<file path="config.mk">
export PLATFORM = sky130hd
export DESIGN_NAME = if_id_queue
export DESIGN_NICKNAME = d
export VERILOG_FILES = /design/src/rtl/if_id_queue.sv
export SDC_FILE = /design/constraint.sdc
export NUM_CORES = 1
export LEC_CHECK = 0
export ABC_AREA = 1
export CAP_MARGIN = 20
export CELL_PAD_IN_SITES_DETAIL_PLACEMENT = 1
export CELL_PAD_IN_SITES_GLOBAL_PLACEMENT = 1
export CORE_MARGIN = 2
export CORE_UTILIZATION = 25
export CTS_CLUSTER_DIAMETER = 80
export DETAILED_ROUTE_END_ITERATION = 12
export PLACE_DENSITY = 0.55
export SETUP_SLACK_MARGIN = 0.02
export SKIP_CTS_REPAIR_TIMING = 1
export SLEW_MARGIN = 20
export SYNTH_ARGS = -nofsm -noshare
export SYNTH_HDL_FRONTEND = slang
export SYNTH_SLANG_ARGS = --single-unit
</file>
<file path="constraint.sdc">
create_clock -name clk_i -period 4.2 [get_ports clk_i]
set_input_delay 0.84 -clock clk_i [delete_from_list [all_inputs] [get_ports clk_i]]
set_output_delay 0.84 -clock clk_i [all_outputs]
set_load 0.005 [all_outputs]
</file>
<file path="src/rtl/if_id_queue.sv">
`default_nettype none
// ============================================================================
// Module   : if_id_queue
// Purpose  : Two-entry first-word-fall-through instruction queue between the
//            fetch and decode stages. Captures {pc, inst} pairs from fetch
//            with a valid/ready handshake and presents the head entry to
//            decode. Drives a NOP bubble when empty. A synchronous flush
//            discards every queued entry on a branch or jump redirect.
// Ports    : clk_i    - clock, rising edge
//            rst_i    - asynchronous active-high reset
//            flush_i  - synchronous flush, highest priority
//            valid_i  - fetch offers pc_i/inst_i this cycle
//            pc_i     - PC of the offered instruction
//            inst_i   - offered instruction
//            ready_o  - queue can accept a push this cycle
//            valid_o  - head entry is valid
//            pc_o     - PC of the head entry (0 when empty)
//            inst_o   - head instruction (NOP when empty)
//            ready_i  - decode consumes the head this cycle
//            count_o  - current occupancy
// Revision : 1.0 - initial release
// ============================================================================
module if_id_queue #(
    parameter int          DEPTH  = 2,
    parameter int          ADDR_W = 6,
    parameter logic [31:0] NOP    = 32'h0000_0013
) (
    input  logic                       clk_i,
    input  logic                       rst_i,
    input  logic                       flush_i,
    input  logic                       valid_i,
    input  logic [ADDR_W-1:0]          pc_i,
    input  logic [31:0]                inst_i,
    output logic                       ready_o,
    output logic                       valid_o,
    output logic [ADDR_W-1:0]          pc_o,
    output logic [31:0]                inst_o,
    input  logic                       ready_i,
    output logic [$clog2(DEPTH):0]     count_o
);

    localparam int c_PTR_W = $clog2(DEPTH);
    localparam int c_CNT_W = c_PTR_W + 1;
    localparam logic [c_CNT_W-1:0] c_FULL = c_CNT_W'(DEPTH);
    localparam logic [c_CNT_W-1:0] c_CNT_ONE = c_CNT_W'(1);
    localparam logic [c_PTR_W-1:0] c_PTR_ONE = c_PTR_W'(1);

    // Entry storage; not reset, since occupancy alone decides validity.
    logic [ADDR_W-1:0]  pc_mem_q   [DEPTH];
    logic [31:0]        inst_mem_q [DEPTH];

    logic [c_PTR_W-1:0] rd_ptr_q, rd_ptr_d;
    logic [c_PTR_W-1:0] wr_ptr_q, wr_ptr_d;
    logic [c_CNT_W-1:0] count_q,  count_d;

    logic w_push;
    logic w_pop;

    // ready_o depends only on registered occupancy and reset, never on
    // ready_i: a full queue refuses a push even when the head pops.
    assign ready_o = (count_q != c_FULL) & ~rst_i;
    assign valid_o = (count_q != '0);
    assign count_o = count_q;

    assign w_push = valid_i & ready_o & ~flush_i;
    assign w_pop  = valid_o & ready_i & ~flush_i;

    // Head is presented combinationally; no bypass from pc_i/inst_i.
    assign inst_o = valid_o ? inst_mem_q[rd_ptr_q] : NOP;
    assign pc_o   = valid_o ? pc_mem_q[rd_ptr_q]   : '0;

    always_comb begin
        rd_ptr_d = rd_ptr_q;
        wr_ptr_d = wr_ptr_q;
        count_d  = count_q;
        if (flush_i) begin
            rd_ptr_d = '0;
            wr_ptr_d = '0;
            count_d  = '0;
        end else begin
            // Pointers wrap naturally because DEPTH is a power of two.
            if (w_push) begin
                wr_ptr_d = wr_ptr_q + c_PTR_ONE;
            end
            if (w_pop) begin
                rd_ptr_d = rd_ptr_q + c_PTR_ONE;
            end
            case ({w_push, w_pop})
                2'b10:   count_d = count_q + c_CNT_ONE;
                2'b01:   count_d = count_q - c_CNT_ONE;
                default: count_d = count_q;
            endcase
        end
    end

    always_ff @(posedge clk_i or posedge rst_i) begin
        if (rst_i) begin
            rd_ptr_q <= '0;
            wr_ptr_q <= '0;
            count_q  <= '0;
        end else begin
            rd_ptr_q <= rd_ptr_d;
            wr_ptr_q <= wr_ptr_d;
            count_q  <= count_d;
        end
    end

    // w_push is already masked by reset through ready_o.
    always_ff @(posedge clk_i) begin
        if (w_push) begin
            pc_mem_q[wr_ptr_q]   <= pc_i;
            inst_mem_q[wr_ptr_q] <= inst_i;
        end
    end

endmodule
`default_nettype wire

</file>
Yosys cells after proc, flatten, opt, wreduce, memory -nomap -nowiden. Memories as Yosys holds them, arrays and structs flattened. Index checks and enable logic that the tools add are counted.

Add/sub/neg operators: 4. Multipliers: 0. Divide/modulo/power cells: 0. Magnitude comparators: 0. Equal/unequal tests: 3. Shifts and indexed selects: 0. Muxes and demuxes: 10. Bitwise operators: 7. Reductions and logical operators: 4.

Operators by type and width (number): $mux 32 (1); $mux 1 (6); $mux 6 (1); $reduce_bool 2->1 (3); $and 1x1->1 (5); $pmux 2 s2 (1); $reduce_bool 3->1 (1); $add 1x1->1 const B (2); $add 2x1->2 const B (1); $eq 2x1->1 const B (1); $eq 2x2->1 const B (1); $mux 2 (1); $ne 2x2->1 const B (1); $not 1->1 (2); $sub 2x1->2 const B (1).

Register bits: 4. Bits in latches: 0. Bits in writable memories: 76. Memory bits (read-only): 0. Bits of input ports: 43. Memories kept: 2.

Memories: inst_mem_q (depth 2, width 32, rd ports 1, clocked after memory_dff 0, wr ports 1, RTL line 50) `logic [31:0] inst_mem_q [DEPTH];`; pc_mem_q (depth 2, width 6, rd ports 1, clocked after memory_dff 0, wr ports 1, RTL line 49) `logic [ADDR_W-1:0] pc_mem_q [DEPTH];`.

Logic depth before layout (Yosys ltp). Gate-level depths: netlist of the first run.

Depth after elaboration: 7. Gate-level depth with buffers: 9.

Worst setup path before layout of the first run. OpenSTA, ideal clock, no wires.

Kind: input to register. Start: in rst_i. End: mem inst_mem_q[1][0], enable pin. Arrival time: 3.741 ns. Data required time: 3.720 ns. Setup slack: -0.022 ns. Stages on the path: 3. Buffers on the path: 0. Cell sequence: inv_1 nand3_4 nor3_1.

Cells in the longest elaborated chain, start to end: 6.

RTL lines: start, declared (RTL line 29) `input logic rst_i,`; $not 1->1 (RTL line 61) `assign ready_o = (count_q != c_FULL) & ~rst_i;`; $and 1x1->1 (RTL line 61); $and 1x1->1 (2 in a row) (RTL line 65) `assign w_push = valid_i & ready_o & ~flush_i;`; $mux 1 (RTL line 110) `if (w_push) begin`; $mux 1 (implied by the code) (RTL line 112) `inst_mem_q[wr_ptr_q] <= inst_i;`; end, declared (RTL line 50).

Every way passes these cells.

Final worst setup path of the first run.
Start: reg count_q[1] (netlist: count_o[1]). End: out inst_o[13].

Cells in the longest elaborated chain, start to end: 2.

RTL lines: start, declared (RTL line 54) `logic [c_CNT_W-1:0] count_q, count_d;`; start signal, assigned (RTL line 104) `count_q <= count_d;`; $reduce_bool 2->1 (RTL line 62) `assign valid_o = (count_q != '0);`; $mux 32 (RTL line 69) `assign inst_o = valid_o ? inst_mem_q[rd_ptr_q] : NOP;`; end, declared (RTL line 37) `output logic [31:0] inst_o,`.

Every way passes these cells.

==> summary.txt, run 1 <==
Outcome
  • Status: completed

Final layout
  • Finished Layout Cells: 508
  • Nets: 374
  • Area delta synth->final: 41.75%
  • Share of cells above drive strength 1: 9.821%
  • N_diodes: 0

Setup path
  • CP max FO: 23
  • Critical path data required time: 3360 ps
  • Setup CP Type: reg -> out
  • Worst Path Arrival: 2280 ps
  • Crit. End Element: output port
  • Worst reg2reg startpoint: count_o[0]$_DFFE_PP0P_
  • R2r setup slk: 2220 ps
  • Crit path from: count_o[1]$_DFFE_PP0P_
  • Startpoint types: register

Synth
  • Top cell type's share of synthesized area: 72.32%
  • Cell taking the most area after synthesis: edfxtp_1
  • Number of synthesized flops with an enable pin: 76
  • Synth async-reset ratio: 5.000%
  • Seq/Total Area, Yosys: 75.50%
  • Yosys reg bits: 80
  • Synth Instances: 244
  • Synth Warn #: 0
  • Largest cells by area after synthesis: edfxtp_1 (72%), nand2_1 (9.6%), a21oi_1 (5.6%)
  • Synthesized area: 3156 sq um
  • Post-Syn Area per Cell: 12.93 sq um
  • Post-synth top cells: nand2_1 (81), edfxtp_1 (76), a21oi_1 (35), nand3_1 (7), inv_1 (6)
  • Synthesized Nets: 287
  • Most numerous cell in the Yosys netlist: nand2_1
  • Post-synth top flop: edfxtp_1
  • Distinct cells, synth: 19

Routing
  • DR pass1 iterations: 3
  • Final ANT Viol Nets: 0
  • Vias post-DR: 2094
  • Residual DRC count: 0
  • WL final: 7360 microns
  • First DRT Iteration DRCs: 63
  • Post-DR wirelength/cell: 14.49 microns
  • Vias per inst: 4.122

Power and ir drop
  • Int Pwr: 0.001830 W
  • Sequential Power Share: 37.1%
  • Pwr Density: 568.9 nW/um^2
  • Max VDD drop: 0.2087 mV
  • Comb pwr share: 31.2%
  • Net Sw Frac: 28.08%
  • Switching power: 0.0007146 W
  • Lkg Pwr: 1.568 nW
  • Clock power share: 31.7%

Timing
  • Final hold vios: 0
  • Worst slew pin tran: 909.5 ps
  • Clock Skew: 3.454 ps
  • Final period utilization: 74.23%
  • Slew margin rel.: 39.28%
  • RSZ-0062 raised after global routing: no
  • Setup Viol. Count Final: 0
  • Fin Setup TNS: 0 ps
  • Max Slew Vio Count: 0
  • Clock period minus worst slack: 3118 ps
  • Fmax: 320.8 MHz

Floorplan
  • Die Wd: 116.4 microns
  • Core area: 12470 sq um
  • Initial core utilization: 25.31%
  • Die area: 13540 sq um
  • Die H: 116.4 microns
  • # rows: 41
  • Io pins: 85

Place
  • DP Wirelength: 4614 microns
  • Final GP Congestion: 0.6715
  • Placed Cells: 492
  • # port buffers: 84

Min path
  • Hold Crit Class: reg -> reg
  • Hold_sp: wr_ptr_q$_DFFE_PP0P_

Global routing
  • Initial antenna violation count: 0
  • GRT Residual Overflow: 0
  • First-pass GRT wire length: 11580 microns
  • All-Layer GR Usage: 11.58%
  • Largest net degree at the start of global routing: 40
  • Vias in the first global route: 2246

Clock tree
  • CTS H-tree depth: 3
  • Clock latency on the worst-skew pair: 330 ps
  • CTS root buf: clkbuf_16
  • Reg clk slew, reported paths: 60 ps
  • Total CTS buffers: 9
  • CTS tree: done
  • Max clock buf depth: 2
  • Clk sinks: 80

Flow run
  • Max_cap viols: 0
-- flip-flops by register name, indices dropped and copies added (netlist names) --
signal	cells
wr_ptr_q	1
inst_mem_q	64
pc_mem_q	12
rd_ptr_q	1
count_o	2
-- final cells by class --
type                            count  area [sq um]
Timing Repair Buffer               88         870.8
Sequential cell                    80          2384
Clock buffer                       11         232.7
Inverter                           10         37.54
Clock inverter                      5         71.32
Tap cell                          172         215.2
Fill cell                        1352          7993
Multi-Input combinational cell    142         661.9
-- logic make-up (layout without fill, tap and decap cells) --
logic type             count (synthesis)  in the layout  synth area share (%)
AO/OA/AOI/OAI                         37             37                 5.868
flip-flops                            80             80                 75.50
buffers and inverters                 22            114                 4.044
AND/OR/NAND/NOR                      105            105                 14.59
-- through the flow --
stage          utilization [%]  hold slack [ps]  power, W  instance area (sq um)  worst slack [ps]
2_1_floorplan                -            525.4  0.001335                   3161              1148
3_3_place_gp             33.44            595.5  0.001767                   4169              1346
3_5_place_dp             33.44            606.1  0.001777                   4169              1277
4_1_cts                  35.88            620.5  0.002594                   4473              1008
5_1_grt                  35.88            651.2  0.002694                   4473             924.2
6_report                 35.88            610.8  0.002545                   4473              1082
-- power by group through the flow --
stage / combinational (W) / clock (W) / sequential [W]
detailed placement: 0.000817 / 0 / 0.000960
global route: 0.000887 / 0.000859 / 0.000947
floorplan: 0.000380 / 0 / 0.000954
finish: 0.000795 / 0.000807 / 0.000943
CTS: 0.000822 / 0.000828 / 0.000944
global placement: 0.000809 / 0 / 0.000958
-- cells in the final DEF, fill, tap and decap left out, drive strengths merged --
master / instances
clkdlybuf4s50: 84
inv: 10
dfrtp: 4
nand2: 86
nor3: 4
a21oi: 35
bufinv: 2
nand3: 8
clkbuf: 11
buf: 4
nor2: 7
clkinv: 3
edfxtp: 76
o21ai: 2
-- per-layer routing --
layer	global-route usage, %	share of wire, %
met3	2.491	5.0
met1	14.06	44
met5	0	0
met2	19.42	49
met4	5.952	2.0
-- final timing paths --
kind                                          endpoint  depth (start not counted)
hold / removal                    wr_ptr_q$_DFFE_PP0P_                          2
setup / recovery                            inst_o[13]                          4
hold reg to reg                   wr_ptr_q$_DFFE_PP0P_                          2
min in group asynchronous         wr_ptr_q$_DFFE_PP0P_                          2
max in group asynchronous         rd_ptr_q$_DFFE_PP0P_                          2
setup reg to reg           inst_mem_q[0][24]$_DFFE_PP_                          6
-- worst max-delay path, stage by stage (launching register included) --
cell             delay, ps
dfrtp_1                460
nor2_4                 590
buf_4                  350
a21oi_1                 90
clkdlybuf4s50_1        450
Power figures use the tool's default switching activity.
==> inputs of run 2 (changes only) <==
--- a/config.mk
+++ b/config.mk
@@ -13,7 +13,7 @@
 export CORE_UTILIZATION = 25
 export CTS_CLUSTER_DIAMETER = 80
 export DETAILED_ROUTE_END_ITERATION = 12
-export PLACE_DENSITY = 0.55
+export PLACE_DENSITY = 0.57
 export SETUP_SLACK_MARGIN = 0.02
 export SKIP_CTS_REPAIR_TIMING = 1
 export SLEW_MARGIN = 20
==> constraint.sdc (replaced) <==
create_clock -name clk_i -period 2.8 [get_ports clk_i]
set_input_delay 0.56 -clock clk_i [delete_from_list [all_inputs] [get_ports clk_i]]
set_output_delay 0.56 -clock clk_i [all_outputs]
set_load 0.005 [all_outputs]
==> run 2 against run 1 <==
  * Global-route usage grew 0.078 points
  * Sequential share of layout area shrank 0.91 points
  * Register-to-register slack worse by 1100 ps
  * Critical endpoint is now inst_o[1]
  * Core utilization up 0.62 points
  * Cell count is 0.98% higher
  * Wire length up 2.7%
  * Count of clock-buffer cells in the layout down 2
  * Total power increased by 52%
  * Non-clock buffer count increased by 5
  * Clock power increased by 54%
==> summary.txt, run 2 (synthesized netlist as in run 1, its figures left out) <==
Clock tree
  • Clock latency on the worst-skew pair: 320 ps (was 330 ps)
  • Reg clk slew, reported paths: 60 ps (about the same)
  • CTS root buf: clkbuf_16 (unchanged)
  • Clk sinks: 80 (unchanged)
  • CTS H-tree depth: 3 (unchanged)
  • Total CTS buffers: 9 (unchanged)
  • CTS tree: done (unchanged)
  • Max clock buf depth: 2 (unchanged)

Setup path
  • Largest stage delay on the critical path: 500 ps (was 590 ps)
  • R2R depth: 7 (was 6)
  • Top delay family on crit path: buffers and inverters (unchanged)
  • Worst Path Arrival: 1990 ps (was 2280 ps)
  • Crit. End Element: output port (unchanged)
  • Setup CP Type: reg -> out (unchanged)
  • Worst reg2reg startpoint: count_o[0]$_DFFE_PP0P_ (unchanged)
  • Worst path bufs/invs: 3 (was 2)
  • Crit path from: count_o[1]$_DFFE_PP0P_ (unchanged)
  • Critical path data required time: 2240 ps (was 3360 ps)
  • Startpoint types: register (unchanged)
  • Total stage count of the critical path: 5 (was 4)
  • CP max FO: 27 (was 23)
  • Slowest CP cell: clkdlybuf4s50_1 (was nor2_4)
  • Crit-path cells: nor2_4, buf_4, inv_1, nand3_1, clkdlybuf4s50_1 (was nor2_4, buf_4, a21oi_1, clkdlybuf4s50_1)

Timing
  • Max Slew Vio Count: 0 (unchanged)
  • Fin Setup TNS: 0 ps (unchanged)
  • Clock period minus worst slack: 2554 ps
  • Final worst slack: 246.1 ps (was 1082 ps)
  • Fmax: 391.6 MHz
  • RSZ-0062 raised after global routing: no (unchanged)
  • Final period utilization: 91.21%
  • Final hold vios: 0 (unchanged)
  • Clock Skew: 5.994 ps (was 3.454 ps)
  • Setup Viol. Count Final: 0 (unchanged)
  • Worst slew pin tran: 351.6 ps (was 909.5 ps)
  • Slew margin rel.: 76.49% (was 39.28%)

Global routing
  • Vias in the first global route: 2309 (was 2246)
  • GRT Residual Overflow: 0 (unchanged)
  • First-pass GRT wire length: 11730 microns (was 11580 microns)
  • All-Layer GR Usage: 11.66% (was 11.58%)
  • Initial antenna violation count: 0 (unchanged)
  • Largest net degree at the start of global routing: 34 (was 40)

Place
  • DP Wirelength: 5264 microns (was 4614 microns)
  • Final GP Congestion: 0.6482 (was 0.6715)
  • Setup WS pre-CTS: 495.8 ps (was 1277 ps)
  • # port buffers: 84 (unchanged)
  • Area post-placement: 4232 sq um (was 4169 sq um)

Routing
  • Residual DRC count: 0 (unchanged)
  • First DRT Iteration DRCs: 90 (was 63)
  • Vias post-DR: 2117 (was 2094)
  • DR pass1 iterations: 4 (was 3)
  • Post-DR wirelength/cell: 14.74 microns (was 14.49 microns)
  • Final ANT Viol Nets: 0 (unchanged)
  • WL final: 7561 microns (was 7360 microns)
  • Vias per inst: 4.127 (was 4.122)

Floorplan
  • Initial core utilization: 25.31% (unchanged)
  • # rows: 41 (unchanged)
  • Die area: 13540 sq um (unchanged)
  • Io pins: 85 (unchanged)
  • Die Wd: 116.4 microns (unchanged)
  • Die H: 116.4 microns (unchanged)
  • Core area: 12470 sq um (unchanged)

Power and ir drop
  • Max VDD drop: 0.2927 mV (was 0.2087 mV)
  • Power Total: 0.003880 W (was 0.002545 W)
  • Pwr Density: 852.7 nW/um^2 (was 568.9 nW/um^2)
  • Lkg Pwr: 1.609 nW (was 1.568 nW)

Final layout
  • Commonest non-fill, non-tap cells in the layout: clkdlybuf4s50_1 (84), nand2_1 (81), edfxtp_1 (76) (unchanged)
  • Multi-input gate area: 661.9 sq um (unchanged)
  • Filler cell count: 1341 (was 1352)
  • Finished Cell Area: 4551 sq um (was 4473 sq um)
  • Max reg flops: 64 (unchanged)
  • N_diodes: 0 (unchanged)
  • Commonest non-fill, non-tap cell in the layout: clkdlybuf4s50_1 (unchanged)
  • Share of cells above drive strength 1: 12.32% (was 9.821%)
  • Nets: 379 (was 374)
  • Biggest register: inst_mem_q (unchanged)
  • Register area: 2384 sq um (unchanged)
  • Area delta synth->final: 44.21% (was 41.75%)

Flow run
  • Max_cap viols: 0 (unchanged)

Outcome
  • Status: completed (unchanged)

Min path
  • Hold Crit Class: in -> async (was reg -> reg)
run 2: cell types whose count changed in the layout (fill, tap and decap cells not counted), sizes merged:
cell,previous run,this run
buf,4,9
clkbuf,11,9
clkinvlp,0,1
inv,10,11
run 2: per-layer routing:
metal	GRT usage (%)	part of all wire (%)	vias to the layer above	routed length, microns
met2	20.43	53	54	3987
met3	3.010	4.2	6	321
met1	14.40	42	1029	3189
li1	-	-	1028	-
met5	0	0	-	0
met4	2.857	0.83	0	63
run 2: cell type report:
type | count | share of cell area, %
flip-flops and latches | 80 | 52.38
repair buffers | 93 | 20.51
multi-input cells | 142 | 14.54
clock buffers | 9 | 4.949
well taps | 172 | 4.729
clock inverters | 7 | 2.062
inverters | 10 | 0.8249
run 2: worst reg2reg max path: cells and delay by family, from the launching register on:
family / cells / cell delay, ps
AND/OR/NAND/NOR: 4 / 420
flip-flops: 1 / 440
buffers and inverters: 3 / 470
run 2: worst paths after layout:
| kind | end | slack (ps) |
|---|---|---|
| worst max-delay path | inst_o[1] | 250 |
| worst min-delay path | count_o[1]$_DFFE_PP0P_ | 490 |
| worst max register to register | pc_mem_q[0][4]$_DFFE_PP_ | 1150 |
| worst min register to register | count_o[1]$_DFFE_PP0P_ | 650 |
| max in group asynchronous | rd_ptr_q$_DFFE_PP0P_ | 2090 |
| min in group clk_i | count_o[1]$_DFFE_PP0P_ | 650 |
run 2: stage by stage:
stage / util [%] / hold slack, ps / instances
after floorplan: - / 356.5 / 244
after detailed placement: 33.95 / 651.9 / 497
after global routing: 36.51 / 508.4 / 513
after global placement: 33.95 / 630.4 / 497
after CTS: 36.51 / 487.2 / 513
final: 36.51 / 486.8 / 513
run 2: power breakdown:
part,switching [W],internal [W]
registers,0.0000359,0.00138
clock network,0.000455,0.000780
logic,0.000602,0.000629
==> inputs of run 3 (changes only) <==
--- a/config.mk
+++ b/config.mk
@@ -10,10 +10,10 @@
 export CELL_PAD_IN_SITES_DETAIL_PLACEMENT = 1
 export CELL_PAD_IN_SITES_GLOBAL_PLACEMENT = 1
 export CORE_MARGIN = 2
-export CORE_UTILIZATION = 25
+export CORE_UTILIZATION = 34
 export CTS_CLUSTER_DIAMETER = 80
 export DETAILED_ROUTE_END_ITERATION = 12
-export PLACE_DENSITY = 0.57
+export PLACE_DENSITY = 0.74
 export SETUP_SLACK_MARGIN = 0.02
 export SKIP_CTS_REPAIR_TIMING = 1
 export SLEW_MARGIN = 20
==> run 3 against run 2 <==
  * Count of clock-buffer cells in the layout unchanged
  * Flip-flop and latch count did not move
  * Combinational power barely moved
  * Global-route usage grew 3.2 points
  * Maximum frequency decreased by 2.7%
  * Wire length fell by 6.2%
  * Sequential power barely moved
  * Hold slack got worse by 32 ps
  * Register-to-register slack got worse by 130 ps
  * Die area is 26% lower
  * Non-clock buffer count fell by 1
  * Sequential share of layout area is 2.2 points higher
  * Critical path type unchanged
  * Critical endpoint is now pc_o[5]
  * Highest routed layer unchanged
==> summary.txt, run 3 (synthesized netlist as in run 1, its figures left out) <==
Final layout
  • Commonest non-fill, non-tap cell in the layout: clkdlybuf4s50_1 (unchanged)
  • Filler cell count: 955 (was 1341)
  • Commonest non-fill, non-tap cells in the layout: clkdlybuf4s50_1 (84), nand2_1 (81), edfxtp_1 (76) (unchanged)
  • Biggest register: inst_mem_q (unchanged)
  • Finished Cell Area: 4363 sq um (was 4551 sq um)
  • Multi-input gate area: 661.9 sq um (unchanged)
  • N_diodes: 0 (unchanged)
  • Share of cells above drive strength 1: 11.76% (was 12.32%)
  • Nets: 378 (was 379)
  • Area delta synth->final: 38.26% (was 44.21%)
  • Final Util: 47.90% (was 36.51%)
  • Max reg flops: 64 (unchanged)
  • Register area: 2382 sq um (was 2384 sq um)

Routing
  • Routed wl met2: 3695 microns (was 3987 microns)
  • Vias post-DR: 2137 (was 2117)
  • First DRT Iteration DRCs: 77 (was 90)
  • Residual DRC count: 0 (unchanged)
  • Met3 Wirelength: 348 microns (was 321 microns)
  • Top layer in use: met4 (unchanged)
  • WL final: 7095 microns (was 7561 microns)
  • Post-DR wirelength/cell: 15.73 microns (was 14.74 microns)
  • Vias per inst: 4.738 (was 4.127)
  • Metal-1 WL: 2941 microns (was 3189 microns)
  • DR pass1 iterations: 4 (unchanged)
  • Final ANT Viol Nets: 0 (unchanged)

Clock tree
  • Reg clk slew, reported paths: 90 ps (was 60 ps)
  • Total CTS buffers: 9 (unchanged)
  • Clock latency on the worst-skew pair: 350 ps (was 320 ps)
  • CTS tree: done (unchanged)
  • Clk sinks: 80 (unchanged)
  • Max clock buf depth: 2 (unchanged)
  • CTS root buf: clkbuf_8 (was clkbuf_16)
  • CTS H-tree depth: 3 (unchanged)

Place
  • DP Wirelength: 4738 microns (was 5264 microns)
  • Setup WS pre-CTS: 437.1 ps (was 495.8 ps)
  • Area post-placement: 4159 sq um (was 4232 sq um)
  • # port buffers: 84 (unchanged)
  • Final GP Congestion: 0.7415 (was 0.6482)

Timing
  • Slew margin rel.: 70.10% (was 76.49%)
  • Final worst slack: 174.8 ps (was 246.1 ps)
  • RSZ-0062 raised after global routing: no (unchanged)
  • Worst slew pin tran: 448.5 ps (was 351.6 ps)
  • Max Slew Vio Count: 0 (unchanged)
  • Clock period minus worst slack: 2625 ps (was 2554 ps)
  • Final hold vios: 0 (unchanged)
  • Setup Viol. Count Final: 0 (unchanged)
  • Final period utilization: 93.76% (was 91.21%)
  • Fmax: 380.9 MHz (was 391.6 MHz)
  • Fin Setup TNS: 0 ps (unchanged)
  • Clock Skew: 8.884 ps (was 5.994 ps)

Setup path
  • Worst path bufs/invs: 3 (unchanged)
  • Crit. End Element: output port (unchanged)
  • Slowest CP cell: clkdlybuf4s50_1 (unchanged)
  • Worst Path Arrival: 2070 ps (was 1990 ps)
  • Startpoint types: register (unchanged)
  • CP max FO: 21 (was 27)
  • Top delay family on crit path: buffers and inverters (unchanged)
  • Setup CP Type: reg -> out (unchanged)
  • Crit-path cells: inv_2, buf_12, nand2_1, a21oi_1, clkdlybuf4s50_1 (was nor2_4, buf_4, inv_1, nand3_1, clkdlybuf4s50_1)
  • Largest stage delay on the critical path: 540 ps (was 500 ps)
  • Critical path data required time: 2240 ps (about the same)

Floorplan
  • Die H: 100.3 microns (was 116.4 microns)
  • Initial core utilization: 34.64% (was 25.31%)
  • Io pins: 85 (unchanged)
  • Die Wd: 100.3 microns (was 116.4 microns)
  • # rows: 35 (was 41)
  • Die area: 10070 sq um (was 13540 sq um)
  • Core area: 9109 sq um (was 12470 sq um)

Global routing
  • First-pass GRT wire length: 11210 microns (was 11730 microns)
  • GRT Residual Overflow: 0 (unchanged)
  • Initial antenna violation count: 0 (unchanged)
  • All-Layer GR Usage: 14.88% (was 11.66%)
  • Vias in the first global route: 2308 (was 2309)
  • Largest net degree at the start of global routing: 40 (was 34)

Flow run
  • Max_cap viols: 0 (unchanged)

Power and ir drop
  • Pwr Density: 805.2 nW/um^2 (was 852.7 nW/um^2)
  • Power Total: 0.003513 W (was 0.003880 W)
  • Lkg Pwr: 1.554 nW (was 1.609 nW)
  • Max VDD drop: 0.3750 mV (was 0.2927 mV)

Outcome
  • Status: completed (unchanged)

Min path
  • Hold Crit Class: in -> async (unchanged)
-- run 3: cell types whose count changed in the layout (fill, tap and decap cells not counted) --
cell and change:
bufinv_16 -1, dfrtp_1 +1, buf_4 -2, clkbuf_8 +9, inv_8 +1, inv_2 -1
clkbuf_16 -9, buf_12 +1, clkinv_4 +1, dfrtp_2 -1
-- run 3: final timing paths --
path,start,to,slack (ps),depth (start not counted)
max,rd_ptr_q$_DFFE_PP0P_,pc_o[5],170,5
min,rst_i,count_o[0]$_DFFE_PP0P_,460,2
max reg2reg,count_o[0]$_DFFE_PP0P_,inst_mem_q[0][13]$_DFFE_PP_,1020,7
min reg2reg,wr_ptr_q$_DFFE_PP0P_,wr_ptr_q$_DFFE_PP0P_,630,2
max in group asynchronous,rst_i,rd_ptr_q$_DFFE_PP0P_,2160,2
min in group clk_i,wr_ptr_q$_DFFE_PP0P_,wr_ptr_q$_DFFE_PP0P_,630,2
-- run 3: power by group --
group	total, W	internal [W]	switching, W
registers	0.00141	0.00138	0.0000358
logic	0.00124	0.000646	0.000597
clock network	0.000859	0.000422	0.000436
total	0.00351	0.00244	0.00107
-- run 3: layout make-up --
| class | instances | share of cell area (%) |
|---|---|---|
| clock buffer | 9 | 2.839 |
| inverter | 10 | 0.8603 |
| multi-input combinational | 142 | 15.17 |
| clock inverter | 7 | 1.835 |
| timing repair buffer | 92 | 21.51 |
| sequential | 80 | 54.60 |
| tap | 111 | 3.183 |
-- run 3: layer usage --
metal  vias to the layer above  GRT usage, %
li1                       1026             -
met3                         7         3.412
met2                        53         25.55
met4                         0         6.744
met1                      1051         17.79
met5                         -             0
-- run 3: per-stage QoR --
stage                     instances  hold WS [ps]
after global routing            451         474.7
after detailed placement        435         631.9
after global placement          435         636.7
final                           451         455.3
after floorplan                 244         356.5
after CTS                       451         443.3
